--- config.mk ---
export PLATFORM = sky130hd
export DESIGN_NAME = fp_mul_seq
export DESIGN_NICKNAME = d
export VERILOG_FILES = /design/src/rtl/fp_mul_pkg.sv /design/src/rtl/fp_mul_seq_round_norm.sv /design/src/rtl/fp_mul_seq.sv
export SDC_FILE = /design/constraint.sdc
export NUM_CORES = 1
export LEC_CHECK = 0
export ABC_AREA = 1
export CORE_ASPECT_RATIO = 1.1
export CORE_UTILIZATION = 67
export CTS_BUF_LIST = sky130_fd_sc_hd__clkbuf_4 sky130_fd_sc_hd__clkbuf_8
export DETAILED_ROUTE_END_ITERATION = 12
export PLACE_DENSITY_LB_ADDON = 0.25
export SKIP_LAST_GASP = 1
export SYNTH_ARGS = -nofsm -noshare
export SYNTH_HDL_FRONTEND = slang
export SYNTH_HIERARCHICAL = 1
export SYNTH_SLANG_ARGS = --single-unit
--- constraint.sdc ---
create_clock -name clk -period 6.4 [get_ports clk]
set_input_delay 0.96 -clock clk [delete_from_list [all_inputs] [get_ports clk]]
set_output_delay 0.96 -clock clk [all_outputs]
set_load 0.01 [all_outputs]
--- src/rtl/fp_mul_pkg.sv ---
// Shared types and width-parametric field helpers for the multicycle FP multiplier.
package fp_mul_pkg;
  typedef enum logic [1:0] {S_IDLE, S_MUL, S_NORM, S_DONE} state_t;

  typedef struct packed {
    logic overflow;
    logic underflow;
    logic invalid;
  } flags_t;

  // Fields are passed zero-extended to MAX_W so one function serves any format.
  localparam int MAX_W = 64;
  typedef logic [MAX_W-1:0] fld_t;

  function automatic fld_t qnan(input int ew, input int mw);
    return ((fld_t'(1) << (ew + 1)) - fld_t'(1)) << (mw - 1);
  endfunction

  function automatic logic is_nan(input fld_t e, input fld_t f, input int ew);
    return (e == ((fld_t'(1) << ew) - fld_t'(1))) && (f != '0);
  endfunction

  function automatic logic is_inf(input fld_t e, input fld_t f, input int ew);
    return (e == ((fld_t'(1) << ew) - fld_t'(1))) && (f == '0);
  endfunction

  function automatic logic is_zero(input fld_t e);
    return e == '0;
  endfunction
endpackage

--- src/rtl/fp_mul_seq_round_norm.sv ---
// Combinational normalise / round / range-clamp stage for the raw significand product.
module fp_round_norm
  import fp_mul_pkg::*;
#(
  parameter int EXP_W = 8,
  parameter int MAN_W = 23,
  localparam int W  = 1 + EXP_W + MAN_W,
  localparam int SW = MAN_W + 1
) (
  input  logic [2*SW-1:0] i_prod,
  input  logic            i_sign,
  input  logic [EXP_W-1:0] i_e1,
  input  logic [EXP_W-1:0] i_e2,
  input  logic            i_rne,
  output logic [W-1:0]    o_res,
  output flags_t          o_flags
);
  localparam int EW2 = EXP_W + 2;
  localparam logic signed [EW2-1:0] BIAS = EW2'((1 << (EXP_W - 1)) - 1);
  localparam logic signed [EW2-1:0] EMAX = EW2'((1 << EXP_W) - 1);

  logic                  w_msb, w_guard, w_sticky, w_inc;
  logic [2*SW-1:0]       w_sh;
  logic [MAN_W-1:0]      w_frac;
  logic [MAN_W:0]        w_frac_r;
  logic signed [EW2-1:0] w_exp, w_exp_r;

  always_comb begin
    w_msb    = i_prod[2*SW-1];
    // Align so the leading one always sits at the top bit.
    w_sh     = w_msb ? i_prod : i_prod << 1;
    w_frac   = w_sh[2*SW-2:SW];
    w_guard  = w_sh[SW-1];
    w_sticky = |w_sh[SW-2:0];
    w_exp    = $signed({2'b00, i_e1}) + $signed({2'b00, i_e2}) - BIAS
             + $signed({{(EW2-1){1'b0}}, w_msb});
    w_inc    = i_rne & w_guard & (w_sticky | w_frac[0]);
    w_frac_r = {1'b0, w_frac} + {{MAN_W{1'b0}}, w_inc};
    // A rounding carry leaves the fraction at zero; only the exponent moves.
    w_exp_r  = w_exp + $signed({{(EW2-1){1'b0}}, w_frac_r[MAN_W]});
    o_flags  = '0;
    if (w_exp_r >= EMAX) begin
      o_res            = {i_sign, {EXP_W{1'b1}}, {MAN_W{1'b0}}};
      o_flags.overflow = 1'b1;
    end else if (w_exp_r[EW2-1] || (w_exp_r == '0)) begin
      o_res             = {i_sign, {(W-1){1'b0}}};
      o_flags.underflow = 1'b1;
    end else begin
      o_res = {i_sign, w_exp_r[EXP_W-1:0], w_frac_r[MAN_W-1:0]};
    end
  end
endmodule

--- src/rtl/fp_mul_seq.sv ---
// Multicycle FP multiplier: shift-add significand product, then one normalise/round cycle.
module fp_mul_seq
  import fp_mul_pkg::*;
#(
  parameter int EXP_W = 8,
  parameter int MAN_W = 23,
  localparam int W = 1 + EXP_W + MAN_W
) (
  input  logic         clk,
  input  logic         rst_n,
  input  logic         in_valid,
  output logic         in_ready,
  input  logic [W-1:0] inp1,
  input  logic [W-1:0] inp2,
  input  logic         rnd_mode,
  output logic         out_valid,
  input  logic         out_ready,
  output logic [W-1:0] out,
  output logic         overflow,
  output logic         underflow,
  output logic         invalid
);
  localparam int SW = MAN_W + 1;
  localparam int CW = $clog2(MAN_W + 1);

  state_t          r_state;
  logic [W-1:0]    r_a, r_b, r_out;
  logic            r_rne, r_out_valid, r_in_ready;
  logic [2*SW-1:0] r_acc;
  logic [CW-1:0]   r_cnt;
  flags_t          r_flags;

  logic [SW-1:0]      w_sa, w_sb;
  logic [2*SW-1:0]    w_addend;
  logic [EXP_W-1:0]   w_e1, w_e2;
  logic               w_sign, w_nan1, w_nan2, w_inf1, w_inf2, w_z1, w_z2;
  logic [W-1:0]       w_rn_res, w_res;
  flags_t             w_rn_flags, w_flags;

  assign w_e1     = r_a[W-2:MAN_W];
  assign w_e2     = r_b[W-2:MAN_W];
  assign w_sa     = {1'b1, r_a[MAN_W-1:0]};
  assign w_sb     = {1'b1, r_b[MAN_W-1:0]};
  assign w_sign   = r_a[W-1] ^ r_b[W-1];
  assign w_addend = w_sb[r_cnt] ? ({{SW{1'b0}}, w_sa} << r_cnt) : '0;

  assign w_nan1 = is_nan(fld_t'(w_e1), fld_t'(r_a[MAN_W-1:0]), EXP_W);
  assign w_nan2 = is_nan(fld_t'(w_e2), fld_t'(r_b[MAN_W-1:0]), EXP_W);
  assign w_inf1 = is_inf(fld_t'(w_e1), fld_t'(r_a[MAN_W-1:0]), EXP_W);
  assign w_inf2 = is_inf(fld_t'(w_e2), fld_t'(r_b[MAN_W-1:0]), EXP_W);
  assign w_z1   = is_zero(fld_t'(w_e1));
  assign w_z2   = is_zero(fld_t'(w_e2));

  fp_round_norm #(.EXP_W(EXP_W), .MAN_W(MAN_W)) u_rn (
    .i_prod  (r_acc),
    .i_sign  (w_sign),
    .i_e1    (w_e1),
    .i_e2    (w_e2),
    .i_rne   (r_rne),
    .o_res   (w_rn_res),
    .o_flags (w_rn_flags)
  );

  // Special operands override the arithmetic path; denormal exponents count as zero.
  always_comb begin
    w_res   = w_rn_res;
    w_flags = w_rn_flags;
    if (w_nan1 | w_nan2) begin
      w_res   = W'(qnan(EXP_W, MAN_W));
      w_flags = '0;
    end else if ((w_inf1 & w_z2) | (w_inf2 & w_z1)) begin
      w_res         = W'(qnan(EXP_W, MAN_W));
      w_flags       = '0;
      w_flags.invalid = 1'b1;
    end else if (w_inf1 | w_inf2) begin
      w_res   = {w_sign, {EXP_W{1'b1}}, {MAN_W{1'b0}}};
      w_flags = '0;
    end else if (w_z1 | w_z2) begin
      w_res   = {w_sign, {(W-1){1'b0}}};
      w_flags = '0;
    end
  end

  always_ff @(posedge clk or negedge rst_n) begin
    if (!rst_n) begin
      r_state     <= S_IDLE;
      r_a         <= '0;
      r_b         <= '0;
      r_rne       <= 1'b0;
      r_acc       <= '0;
      r_cnt       <= '0;
      r_out       <= '0;
      r_flags     <= '0;
      r_out_valid <= 1'b0;
      r_in_ready  <= 1'b1;
    end else begin
      case (r_state)
        S_IDLE: if (in_valid) begin
          r_a        <= inp1;
          r_b        <= inp2;
          r_rne      <= rnd_mode;
          r_acc      <= '0;
          r_cnt      <= '0;
          r_in_ready <= 1'b0;
          r_state    <= S_MUL;
        end
        S_MUL: begin
          r_acc <= r_acc + w_addend;
          r_cnt <= r_cnt + 1'b1;
          if (r_cnt == CW'(MAN_W)) r_state <= S_NORM;
        end
        S_NORM: begin
          r_out       <= w_res;
          r_flags     <= w_flags;
          r_out_valid <= 1'b1;
          r_state     <= S_DONE;
        end
        S_DONE: if (out_ready) begin
          r_out_valid <= 1'b0;
          r_in_ready  <= 1'b1;
          r_state     <= S_IDLE;
        end
        default: r_state <= S_IDLE;
      endcase
    end
  end

  assign in_ready  = r_in_ready;
  assign out_valid = r_out_valid;
  assign out       = r_out;
  assign overflow  = r_flags.overflow;
  assign underflow = r_flags.underflow;
  assign invalid   = r_flags.invalid;
endmodule
# Word level (Yosys, flattened, before mapping)
# Index checks and enable logic that the tools add are counted.
op_classes:
  n_addsub: 7
  magnitude_cmp: 2
  n_eq_ne: 9
  shifts: 1
  muxes: 30
  bitwise: 10
  n_reduce_logical: 22
op_table:
  columns: ["cell", "count"]
  rows:
  - ["$mux W31", 4]
  - ["$mux W48", 2]
  - ["$pmux W48 S2", 1]
  - ["$mux W32", 2]
  - ["$add A48 B48 Y48", 1]
  - ["$shl A24 B5 Y48", 1]
  - ["$mux W47", 1]
  - ["$logic_not A23 Y1", 2]
  - ["$reduce_bool A23 Y1", 2]
  - ["$add A23 B1 Y24", 1]
  - ["$reduce_or A23 Y1", 1]
  - ["$add A10 B2 Y10", 2]
  - ["$eq A8 B8 Y1 const B", 2]
  - ["$logic_not A8 Y1", 2]
  - ["$mux W3", 4]
  - ["$ge A10 B9 Y1 const B", 1]
  - ["$logic_not A10 Y1", 1]
  - ["$pmux W5 S2", 1]
  - ["$sub A10 B8 Y10 const B", 1]
  - ["$add A8 B8 Y9", 1]
  - ["$pmux W2 S4", 1]
  - ["$mux W1", 7]
  - ["$lt A5 B6 Y1 const B", 1]
  - ["$mux W2", 3]
  - ["other kinds (17)", 36]
word_totals:
  ff_bits: 157
  out_inout_bits: 37
  word_cells: 93

# Longest topological paths before layout
# Gate-level depths: netlist (run 1).
logic_depth:
  ltp_word: 14
  ltp_mapped: 27
  mapped_depth_nobuf: 26

# Cells and area by module
# Netlist (run 1), hierarchy kept.
modules_own_cells:
  columns: ["module", "instances", "cells_each", "area_each_um2"]
  rows:
  - ["fp_mul_seq", 1, 2020, 12411.9]
  - ["fp_round_norm", 1, 382, 2093.3]

# Worst setup path before layout (run 1)
# Ideal clock, no wire load.
synth_timing:
  kind: "register to register"
  from: "reg r_acc[47]"
  to: "reg r_out[10] (netlist: out[10])"
  setup_ps: 117
  arrival_ps: 3520
  required_ps: 6283
  path_slack_ps: 2762
  stages_incl_launch_ff: 26
  path_buffers: 3
  synth_period_minus_slack_ps: 3638
  path_cell_list: "dfrtp_1 > buf_6 > buf_6 > nand2_1 > o21ai_1 > nor2_1 > nand2_2 > nor2_4 > nand2_1 > nor3_1 > nand4_1 > fa_1 > fa_1 > inv_1 > nand2_1 > nand2_1 > nand3_1 > nand2_1 > nand3_1 > nor2_1 > nand2_2 > nand4_4 > buf_8 > nor2_4 > nand3_1 > nand2_1"
synth_between:
  elab_chain_len: 14
  elab_cells_between_ends: 17
  cone_classes: "add/sub: 3; order compare: 1; mux: 7; bitwise: 3; reduce/logical: 3"
synth_rtl:
  columns: ["item", "line_no", "source"]
  rows:
  - ["start, declared", "fp_mul_seq.sv:29", "logic [2*SW-1:0] r_acc;"]
  - ["start signal, assigned", "fp_mul_seq.sv:108", "r_acc <= r_acc + w_addend;"]
  - ["parallel branches: the longest is 9 deep, another holds $add A23 B1 Y24", null, null]
  - ["$mux W31 *", "fp_mul_seq_round_norm.sv:42", "if (w_exp_r >= EMAX) begin"]
  - ["via w_rn_res[10]", "fp_mul_seq.sv:37", "logic [W-1:0] w_rn_res, w_res;"]
  - ["$mux W31 *", "fp_mul_seq.sv:78", "end else if (w_z1 | w_z2) begin"]
  - ["$mux W31 *", "fp_mul_seq.sv:75", "end else if (w_inf1 | w_inf2) begin"]
  - ["$mux W32 *", "fp_mul_seq.sv:71", "end else if ((w_inf1 & w_z2) | (w_inf2 & w_z1)) begin"]
  - ["$mux W32 *", "fp_mul_seq.sv:68", "if (w_nan1 | w_nan2) begin"]
  - ["end signal, assigned", "fp_mul_seq.sv:113", "r_out <= w_res;"]
  - ["end, declared", "fp_mul_seq.sv:27", "logic [W-1:0] r_a, r_b, r_out;"]
# Mark *: on every way through the listed nets, which the timed path passes.
# A chain may end at the register's enable or synchronous reset.

# Final worst setup path (run 1)
layout_timing:
  from: "reg r_acc[47]"
  to: "reg r_out[18] (netlist: out[18])"
# The elaborated chain is that of the path after synthesis.

==> run_results.csv, run 1 <==
group,metric,value,unit
run_status,outcome,"complete, but fails checks",
run_status,violations,"DRC",
sta,fmaxAchievable,202.5,MHz
cts,root_buffer,"clkbuf_8",
route,routed_wl,44.09,mm
logic_synthesis,synthFlopType,"dfrtp_1",
route,antenna_left,0,
placed_design,dp_hpwl,34.43,mm
route,drt-wirelength-per-cell,15.92,um
route,routed_via_density,5.683,
die,rows,56,
power,p_sw_frac,0.5671,
worst_setup_path,reg2reg_depth,24,
worst_setup_path,critPathMaxFanout,23,
sta,finalCritPeriodShare,0.7715,
power,share_comb_of_total_power,0.676,
power,p_leak,0.008708,uW
route,drt_iter0_drc,1497,
power,finalPower,7800,uW
worst_setup_path,path_common_cell,"nand2_1",
cells_and_area,fillers,1795,
sta,max_slew_margin,0.4204,
sta,fin_crit,4.938,ns
die,die_y,156.3,um
worst_setup_path,startpoint_type,"flop",
cts,clk_pin_slew_worst_paths,0.12,ns
worst_setup_path,cp_slowest_stage_delay,0.82,ns
route,vias,15740,
global_route,grt_overflow_total,0,
worst_setup_path,ff2ff_setup_slack,1.46,ns
worst_setup_path,timing.rr.start,"r_acc[47]",
cts,cts_setup_buffers,0,
power,clkPwrFrac,0.102,
cts,cts_htree_levels,4,
power,vdd_drop_max,0.3304,mV
cells_and_area,area_growth,10.14,%
sta,slew_viol_final,0,
power,seq_power_share,0.223,
global_route,grt_pass1_wl,70.64,mm
cells_and_area,fin_area,15980,sq um
worst_setup_path,crit_type,"reg -> reg",
die,fp.dieArea,22240,sq um
worst_setup_path,crit_path_end,"out[18]",
worst_setup_path,critPathCaptureType,"flop",
placed_design,port_buffers,105,
cts,clk_latency,0.49,ns
cts,hold_buffers,0,
global_route,grt_usage,0.4061,
logic_synthesis,synthAdderAreaFrac,0.06366,
power,p_sw,4423,uW
logic_synthesis,synthSimpleGateAreaFrac,0.4224,
placed_design,dp_cells,2736,
global_route,antenna_found_initial,1,
logic_synthesis,async_reset_ff_frac,1.000,
global_route,grt_max_degree,58,
placed_design,post_dp_cell_area,15570,sq um
sta,setup_tns,0,ns
logic_synthesis,synth_xor_area_frac,0.01208,
logic_synthesis,syn_nets,2543,
worst_setup_path,path_cells,"inv_4, nand2_1, nand3_1, nor2_2, nand2_2, nor2_4, nand2_1, nor3_1, nand4_1, fa_1, fa_1, inv_1, nand2_1, nand2_1, nand3_2, nand3_1, nand2_1, nand2_1, inv_1, nand2_1, nand4_4, nor2_1, nand3_1, nand2_1",
cells_and_area,final_layout_size_suffix_gt1_frac,0.05448,
power,powerDensity,488.3,nW/um^2
logic_synthesis,synthDistinctLibCells,57,
worst_setup_path,r2r_end,"out[18]",
sta,hold_viol_final,0,
logic_synthesis,synth_seq_cells,157,
cells_and_area,final_cells,2769,
placed_design,preCtsSetupSlack,1.550,ns
cts,clock-sinks,157,
global_route,grt_pass1_vias,14380,
cells_and_area,mostFrequentLayoutCell,"nand2_1",
logic_synthesis,synth_area,14510,sq um
cts,cts_resized,0,
cts,clock_path_buffers,2,
cts,cts_made_buffers,17,
die,fp.coreArea,21300,sq um
power,intPower,3377,uW
logic_synthesis,synth_top_family_by_area,"simple AND/OR/NAND/NOR gates",
sta,rsz0062_at_grt,"no",
sta,fin_ws,1.462,ns
route,firstDrtPassIters,12,
die,die_w,142.3,um
logic_synthesis,synthCells,2402,
worst_setup_path,crit_slowest_cell,"dfrtp_1",
worst_hold_path,hold_class,"in -> async",
logic_synthesis,yosys_warnings,6,
logic_synthesis,synthMuxAreaShare,0.001466,
cells_and_area,nNetsFinal,2606,
route,drcViolationCount,2,
worst_setup_path,cp.arrival,5.35,ns
job,maxCapViolations,0,
logic_synthesis,synth_compound_area_frac,0.1089,
worst_setup_path,cp-startpoint,"r_acc[47]",
logic_synthesis,syn_avg_cell_area,6.039,sq um
sta,worst_pin_slew,0.8681,ns
logic_synthesis,synth_edf_count,0,
die,io_pins,106,
worst_setup_path,required,6.81,ns
sta,skew,0.02351,ns
cells_and_area,final_cell_mix,"957 x nand2_1, 326 x inv_1, 211 x nor2_1, 174 x nand3_1, 155 x dfrtp_1",
die,start_util,0.6810,
cts,cts_tree,"built",
sta,finalSetupViolCount,0,
logic_synthesis,ys_seq_area_frac,0.2709,
placed_design,gp_congestion,1.042,
## worst min-delay path by stage
stage / start / to / slack, ns / cells past startpoint
after floorplan: r_rne / r_rne / 0.45 / 2
after CTS: rst_n / r_b[28] / 0.41 / 1
final: rst_n / r_b[27] / 0.39 / 1
after global routing: rst_n / r_b[28] / 0.41 / 1
after detailed placement: out[21] / out[21] / 0.47 / 2
after global placement: out[21] / out[21] / 0.46 / 2
## power groups by stage
| stage | combinational [uW] | clock (uW) | sequential [uW] |
|---|---|---|---|
| 2_1_floorplan | 3940 | 0 | 1640 |
| 3_3_place_gp | 4990 | 0 | 1720 |
| 3_5_place_dp | 5120 | 0 | 1740 |
| 4_1_cts | 5150 | 793 | 1720 |
| 5_1_grt | 5870 | 828 | 1780 |
| 6_report | 5270 | 793 | 1740 |
## Yosys cell counts, types with 9 or more instances
| cell type | instances | area [sq um] |
|---|---|---|
| nand4_1 | 24 | 150.1 |
| nor2_4 | 14 | 157.7 |
| a21oi_1 | 85 | 425.4 |
| nand2_1 | 957 | 3592 |
| nand3_1 | 174 | 870.8 |
| clkbuf_1 | 32 | 120.1 |
| o21ai_2 | 23 | 201.4 |
| o21ai_0 | 97 | 485.5 |
| o21ai_1 | 32 | 160.2 |
| dfrtp_1 | 156 | 3904 |
| inv_1 | 327 | 1227 |
| nand3b_1 | 18 | 135.1 |
| inv_2 | 9 | 33.78 |
| nor3_1 | 13 | 65.06 |
| buf_2 | 15 | 75.07 |
| ha_1 | 69 | 863.3 |
| xor2_1 | 14 | 122.6 |
| buf_6 | 15 | 168.9 |
| nor2_1 | 212 | 795.8 |
## logic make-up (layout without fill, tap and decap cells)
logic type      count (synthesis)  in the layout
buf+inv                       417            493
mux                             2              2
compound gates                274            274
fa+ha+maj                      72             72
other cells                     1              2
xor+xnor                       20             20
flops                         157            157
simple gates                 1459           1459
## layout make-up
type,instances,area [sq um],share of cell area
Sequential cell,157,3931,0.2461
Tap cell,290,362.8,0.02271
Clock buffer,17,234.0,0.01465
Inverter,343,1290,0.08075
Antenna cell,1,2.502,0.0001566
Timing Repair Buffer,118,1150,0.07198
Multi-Input combinational cell,1828,8833,0.5529
Clock inverter,15,171.4,0.01073
## per-stage QoR
| stage | hold slack (ns) | util |
|---|---|---|
| floorplan | 0.4495 | - |
| global placement | 0.4632 | 0.7309 |
| detailed placement | 0.4653 | 0.7309 |
| CTS | 0.4086 | 0.7499 |
| global route | 0.4129 | 0.7499 |
| finish | 0.3908 | 0.7500 |
## flip-flops by register name, summed over array words and instances (netlist names), 2 cells and up
register	cells
r_acc	48
r_a	32
out	32
r_cnt	5
r_state	2
r_b	32
## worst max-delay path, delay by kind of cell, from the launching register on
family / cells / cell delay [ns]
flops: 1 / 0.82
simple gates: 19 / 2.80
fa+ha+maj: 2 / 0.92
buf+inv: 3 / 0.31
## layer usage
metal  track usage  vias to the layer above  wire [um]
li1              -                     7657          -
met1        0.4959                     7139      17400
met2        0.6823                      780      20450
met3       0.06426                      159       3699
met4        0.2268                        0       2535
met5             0                        -          0
No activity file was read; power rests on OpenSTA's default activity.
==> inputs of run 2 (changes only) <==
- CORE_UTILIZATION: 67 -> 56
- clock period: 6.4 -> 4.05 ns (I/O delays scaled with it)
==> run 2 against run 1 <==
Compared with the run above: the run now ends clean; design area increased by 3.4%; combinational power increased by 67%; total power increased by 64%; sequential share of layout area decreased by 0.79 points; clock-buffer cell count increased by 1; non-clock buffer count increased by 38; setup slack got worse by 1.3 ns; register-to-register slack got worse by 1.3 ns; sequential cell count unchanged; clock skew decreased by 0.0094 ns; critical endpoint is now out[22]; highest routed layer unchanged.
==> run_results.csv, run 2 (synthesis results as in run 1) <==
group,metric,value,unit
sta,hold_viol_final,0,
global_route,grt_pass1_vias,14280,
route,drcViolationCount,0,
die,die_w,155.5,um
route,routed_via_density,5.389,
cells_and_area,area_growth,13.90,%
power,p_leak,0.008942,uW
global_route,grtUsageMet2,0.6122,
global_route,grt_max_degree,103,
cts,hold_buffers,0,
cells_and_area,mostFrequentLayoutCell,"nand2_1",
cells_and_area,nNetsFinal,2644,
sta,fin_crit,3.887,ns
route,drt-wirelength-per-cell,16.10,um
placed_design,dp_cells,2821,
worst_setup_path,startpoint_type,"flop",
power,clkPwrFrac,0.100,
global_route,grt.busiest_layer,"met2",
cells_and_area,final_cell_mix,"953 x nand2_1, 324 x inv_1, 208 x nor2_1, 171 x nand3_1, 154 x dfrtp_1",
cts,cts_made_buffers,17,
power,powerDensity,774.6,nW/um^2
cells_and_area,regMostFlops,"r_acc",
global_route,grt_usage,0.3547,
worst_setup_path,crit_type,"reg -> reg",
placed_design,port_buffers,105,
cts,cts_tree,"built",
die,die_y,170.8,um
cts,cts_htree_levels,4,
job,maxCapViolations,0,
power,intPower,5764,uW
global_route,grt_overflow_total,0,
run_status,outcome,"finished, final reports clean",
sta,holdWs,0.2219,ns
worst_setup_path,critPathMaxFanout,8,
sta,skew,0.01409,ns
cts,clock_path_buffers,2,
power,seq_power_share,0.212,
power,share_comb_of_total_power,0.688,
worst_hold_path,hold_class,"in -> async",
cells_and_area,fin_area,16520,sq um
worst_setup_path,ff2ff_setup_slack,0.16,ns
sta,worst_pin_slew,0.8926,ns
worst_setup_path,critPathCaptureType,"flop",
die,fp.coreArea,25340,sq um
power,p_sw_frac,0.5496,
cells_and_area,largest_reg_flops,48,
sta,finalSetupViolCount,0,
power,finalPower,12800,uW
route,antenna_left,0,
die,start_util,0.5724,
placed_design,dp_hpwl,36.50,mm
cts,clk_latency,0.49,ns
die,fp.dieArea,26550,sq um
placed_design,post_dp_cell_area,15890,sq um
power,vdd_drop_max,0.4604,mV
global_route,use_met1,0.4460,
global_route,grt_pass1_wl,72.94,mm
power,p_sw,7035,uW
sta,max_slew_margin,0.4049,
cts,clock-sinks,157,
cts,clk_pin_slew_worst_paths,0.10,ns
route,routed_wl,46.10,mm
route,vias,15430,
worst_setup_path,required,4.46,ns
worst_setup_path,cp.arrival,4.30,ns
cells_and_area,final_layout_size_suffix_gt1_frac,0.07631,
sta,fmaxAchievable,257.3,MHz
sta,finalCritPeriodShare,0.9597,
cells_and_area,final_cells,2863,
global_route,antenna_found_initial,1,
sta,slew_viol_final,0,
cts,root_buffer,"clkbuf_8",
die,rows,61,
die,io_pins,106,
route,firstDrtPassIters,6,
global_route,met3_usage,0.04635,
cells_and_area,utilization,0.6520,
placed_design,gp_congestion,0.9974,
route,drt_iter0_drc,1247,
run 2: changes by cell type in the layout (fill, tap and decap cells not counted), moves of 4 or more:
cell / change
nand2_1: -4
buf_6: +5
buf_4: +26
buf_12: +4
clkinv_8: -4
run 2: timing repair:
item                                    CTS  global route
resized for setup                         2            32
setup buffers                             0             5
pin swaps                                 0            17
endpoints found under the setup margin   31            45
gates cloned                              0             4
endpoints found under the hold margin     0             0
run 2: layer usage:
layer	routed length, um	part of all wire	vias up
li1	-	-	7724
met1	19830	0.43	7069
met2	21900	0.48	530
met3	2580	0.056	107
met4	1790	0.039	0
met5	0	0	-
run 2: per-stage QoR:
step	setup TNS, ns	setup WS, ns
final	0	0.1632
after global routing	-0.3442	-0.03832
after CTS	0	0.03167
after detailed placement	-0.6368	-0.06645
after global placement	0	0.1030
after floorplan	0	0.4125
run 2: area by class of cell:
| cell class | count | area, sq um |
|---|---|---|
| diodes | 1 | 2.502 |
| clock buffers | 18 | 247.7 |
| clock inverters | 14 | 157.7 |
| fillers | 2441 | 8817 |
| inverters | 343 | 1292 |
| multi-input cells | 1828 | 8897 |
| flip-flops and latches | 157 | 3935 |
| well taps | 346 | 432.9 |
| repair buffers | 156 | 1556 |
run 2: final timing paths:
path | startpoint | to | cells after the start
worst max-delay path | r_acc[47] | out[22] | 25
worst min-delay path | rst_n | r_b[31] | 1
worst max register to register | r_acc[47] | out[22] | 25
worst min register to register | out[17] | out[17] | 2
max in group asynchronous | rst_n | in_ready | 2
min in group clk | out[17] | out[17] | 2
run 2: power groups by stage:
stage | Sequential (uW) | Combinational [uW] | Clock (uW)
after floorplan | 2590 | 6220 | 0
after global placement | 2710 | 8230 | 0
after detailed placement | 2730 | 8350 | 0
after CTS | 2710 | 8400 | 1290
after global routing | 2780 | 9800 | 1360
final | 2710 | 8810 | 1280
run 2: worst max-delay path, cell delays in order, from the launching register on:
cell	delay (ns)
dfrtp_2	0.51
buf_6	0.17
nand2_1	0.07
nand3_2	0.11
nor2_4	0.14
nand2_2	0.09
nor2_4	0.11
nand2_2	0.07
nor3_2	0.24
nand4_1	0.17
fa_2	0.38
fa_2	0.36
inv_2	0.07
nand2_2	0.08
nand2_4	0.10
nand3_2	0.07
nand3_1	0.09
nand2_2	0.07
nand2_1	0.08
inv_1	0.04
nand2_1	0.09
nand4_4	0.20
clkbuf_16	0.24
nor2_2	0.08
nand2_1	0.05
a21oi_1	0.14
==> inputs of run 3 (changes only) <==
- CORE_ASPECT_RATIO: 1.1 -> 0.8
==> run 3 against run 2 <==
Compared with the run above: setup slack gained 0.064 ns; die area about the same; global-route usage up 0.64 points; first-iteration DRC count grew 35%; utilization decreased by 0.73 points; routed wire length increased by 3.2%; non-clock buffer count decreased by 12; via count is 0.98% higher; sequential share of layout area rose by 0.23 points; sequential power barely moved; critical endpoint is now r_acc[47].
==> run_results.csv, run 3 (synthesis results as in run 1) <==
group,metric,value,unit
die,start_util,0.5716,
route,routed_via_density,5.510,
cts,clock-sinks,157,
placed_design,post_dp_cell_area,15780,sq um
cells_and_area,regMostFlops,"r_acc",
worst_setup_path,crit_slowest_cell,"dfrtp_4",
sta,hold_viol_final,0,
worst_setup_path,reg2reg_depth,19,
global_route,grt_usage,0.3612,
run_status,outcome,"finished, final reports clean",
cells_and_area,mostFrequentLayoutCell,"nand2_1",
sta,skew,0.02490,ns
sta,worst_pin_slew,0.7355,ns
sta,fin_crit,3.823,ns
cells_and_area,final_cell_mix,"952 x nand2_1, 324 x inv_1, 203 x nor2_1, 174 x nand3_1, 154 x dfrtp_1",
sta,holdWs,0.08770,ns
cts,cts_tree,"built",
cts,cts_htree_levels,4,
die,io_pins,106,
sta,finalCritPeriodShare,0.9440,
sta,rsz0062_at_grt,"yes",
die,die_y,146.0,um
cells_and_area,fin_area,16360,sq um
power,p_leak,0.008880,uW
global_route,grt_max_degree,71,
placed_design,port_buffers,105,
die,fp.dieArea,26550,sq um
placed_design,gp_congestion,1.105,
sta,fin_ws,0.2268,ns
job,maxCapViolations,0,
cts,cts_made_buffers,17,
cts,clk_latency,0.52,ns
worst_setup_path,path_cells,"buf_4, o21ai_0, o221ai_1, nand2_1, nand2_4, nand2_4, nand2_1, inv_1, ha_1, nand2_1, inv_1, nand2_1, nand2_1, nand2_1, nand2_1, a21oi_1, nand3_1, a21oi_1, nor2_1",
placed_design,dp_hpwl,37.67,mm
route,drt_iter0_drc,1688,
worst_setup_path,cp_slowest_stage_delay,0.57,ns
worst_setup_path,crit_type,"reg -> reg",
worst_setup_path,timing.rr.start,"r_cnt[0]",
cells_and_area,area_growth,12.79,%
die,die_w,181.9,um
route,firstDrtPassIters,5,
route,routed_wl,47.56,mm
sta,max_slew_margin,0.5066,
cts,clk_pin_slew_worst_paths,0.11,ns
cells_and_area,largest_reg_flops,48,
power,finalPower,12540,uW
cts,clock_path_buffers,2,
placed_design,preCtsSetupSlack,0.04418,ns
route,vias,15580,
cells_and_area,fillers,2351,
sta,fmaxAchievable,261.6,MHz
worst_setup_path,ff2ff_setup_slack,0.23,ns
global_route,grt_pass1_wl,74.44,mm
worst_setup_path,required,4.46,ns
cells_and_area,multiInputGateArea,8884,sq um
worst_setup_path,cp.arrival,4.24,ns
sta,finalSetupViolCount,0,
worst_hold_path,hold_class,"in -> async",
cts,root_buffer,"clkbuf_8",
cells_and_area,utilization,0.6448,
route,drcViolationCount,0,
power,vdd_drop_max,0.4363,mV
global_route,antenna_found_initial,0,
die,fp.coreArea,25370,sq um
global_route,grt_overflow_total,0,
sta,slew_viol_final,0,
worst_setup_path,critPathMaxFanout,23,
route,drt-wirelength-per-cell,16.82,um
cells_and_area,nNetsFinal,2632,
power,powerDensity,766.7,nW/um^2
cells_and_area,final_layout_size_suffix_gt1_frac,0.07188,
route,antenna_left,0,
global_route,grt_pass1_vias,14130,
worst_setup_path,path_common_cell,"nand2_1",
worst_setup_path,startpoint_type,"flop",
cells_and_area,num_antenna_cells,0,
cells_and_area,register_area,3935,sq um
worst_setup_path,r2r_end,"r_acc[47]",
die,rows,52,
cts,hold_buffers,0,
worst_setup_path,critPathCaptureType,"flop",
[run 3: cell types whose count changed in the layout (fill, tap and decap cells not counted), moves of 2 or more]
cell	before	now
nand3_1	171	174
clkinv_8	0	4
clkinv_2	3	0
nand2_2	10	12
nand3_2	7	4
inv_8	2	4
buf_4	39	32
nor2_1	208	203
buf_6	6	1
o21ai_0	94	96
nor2_2	9	15
bufinv_16	2	0
[run 3: through the flow]
step           TNS [ns]  instances
6_report              0       2828
2_1_floorplan         0       2402
3_5_place_dp          0       2786
3_3_place_gp          0       2786
5_1_grt        -0.07675       2828
4_1_cts               0       2818
[run 3: where the power goes]
part / switching (uW) / internal, uW
Clock: 772 / 469
Combinational: 5720 / 2870
Sequential: 536 / 2180
Total: 7030 / 5520
[run 3: worst max-delay path, delay by kind of cell (launching register included)]
family | cells | cell delay [ns]
and+or+nand+nor | 11 | 1.46
AOI/OAI and AO/OA | 4 | 0.89
DFF | 1 | 0.57
buffers and inverters | 3 | 0.48
adders and majority gates | 1 | 0.32
[run 3: how the worst max path moves through the flow]
stage	from	to	slack (ns)	depth (start not counted)
2_1_floorplan	r_acc[47]	out[10]	0.41	25
3_3_place_gp	r_acc[47]	out[22]	0.17	24
3_5_place_dp	r_acc[47]	out[1]	0.04	23
4_1_cts	r_acc[47]	out[1]	0.06	24
5_1_grt	r_acc[47]	out[1]	-0.03	24
6_report	r_cnt[0]	r_acc[47]	0.23	19
[run 3: timing repair]
item,in CTS,in global routing
resized for setup,1,21
hold endpoints to repair,0,0
gates cloned,0,2
pin swaps,0,5
setup endpoints to repair,1,53
buffers inserted,0,8
[run 3: area by class of cell]
| type | instances | area share |
|---|---|---|
| timing repair buffer | 144 | 0.08818 |
| clock inverter | 15 | 0.01040 |
| tap | 324 | 0.02478 |
| clock buffer | 17 | 0.01430 |
| inverter | 343 | 0.07885 |
| sequential | 157 | 0.2405 |
| multi-input combinational | 1828 | 0.5430 |
[run 3: per-layer routing]
layer	share of wire	global-route usage	routed length, um	up-vias
met4	0.017	0.08403	818	0
met5	0	0	0	-
met3	0.10	0.08784	4860	57
met1	0.46	0.5212	21960	7148
met2	0.42	0.5435	19920	679
li1	-	-	-	7697
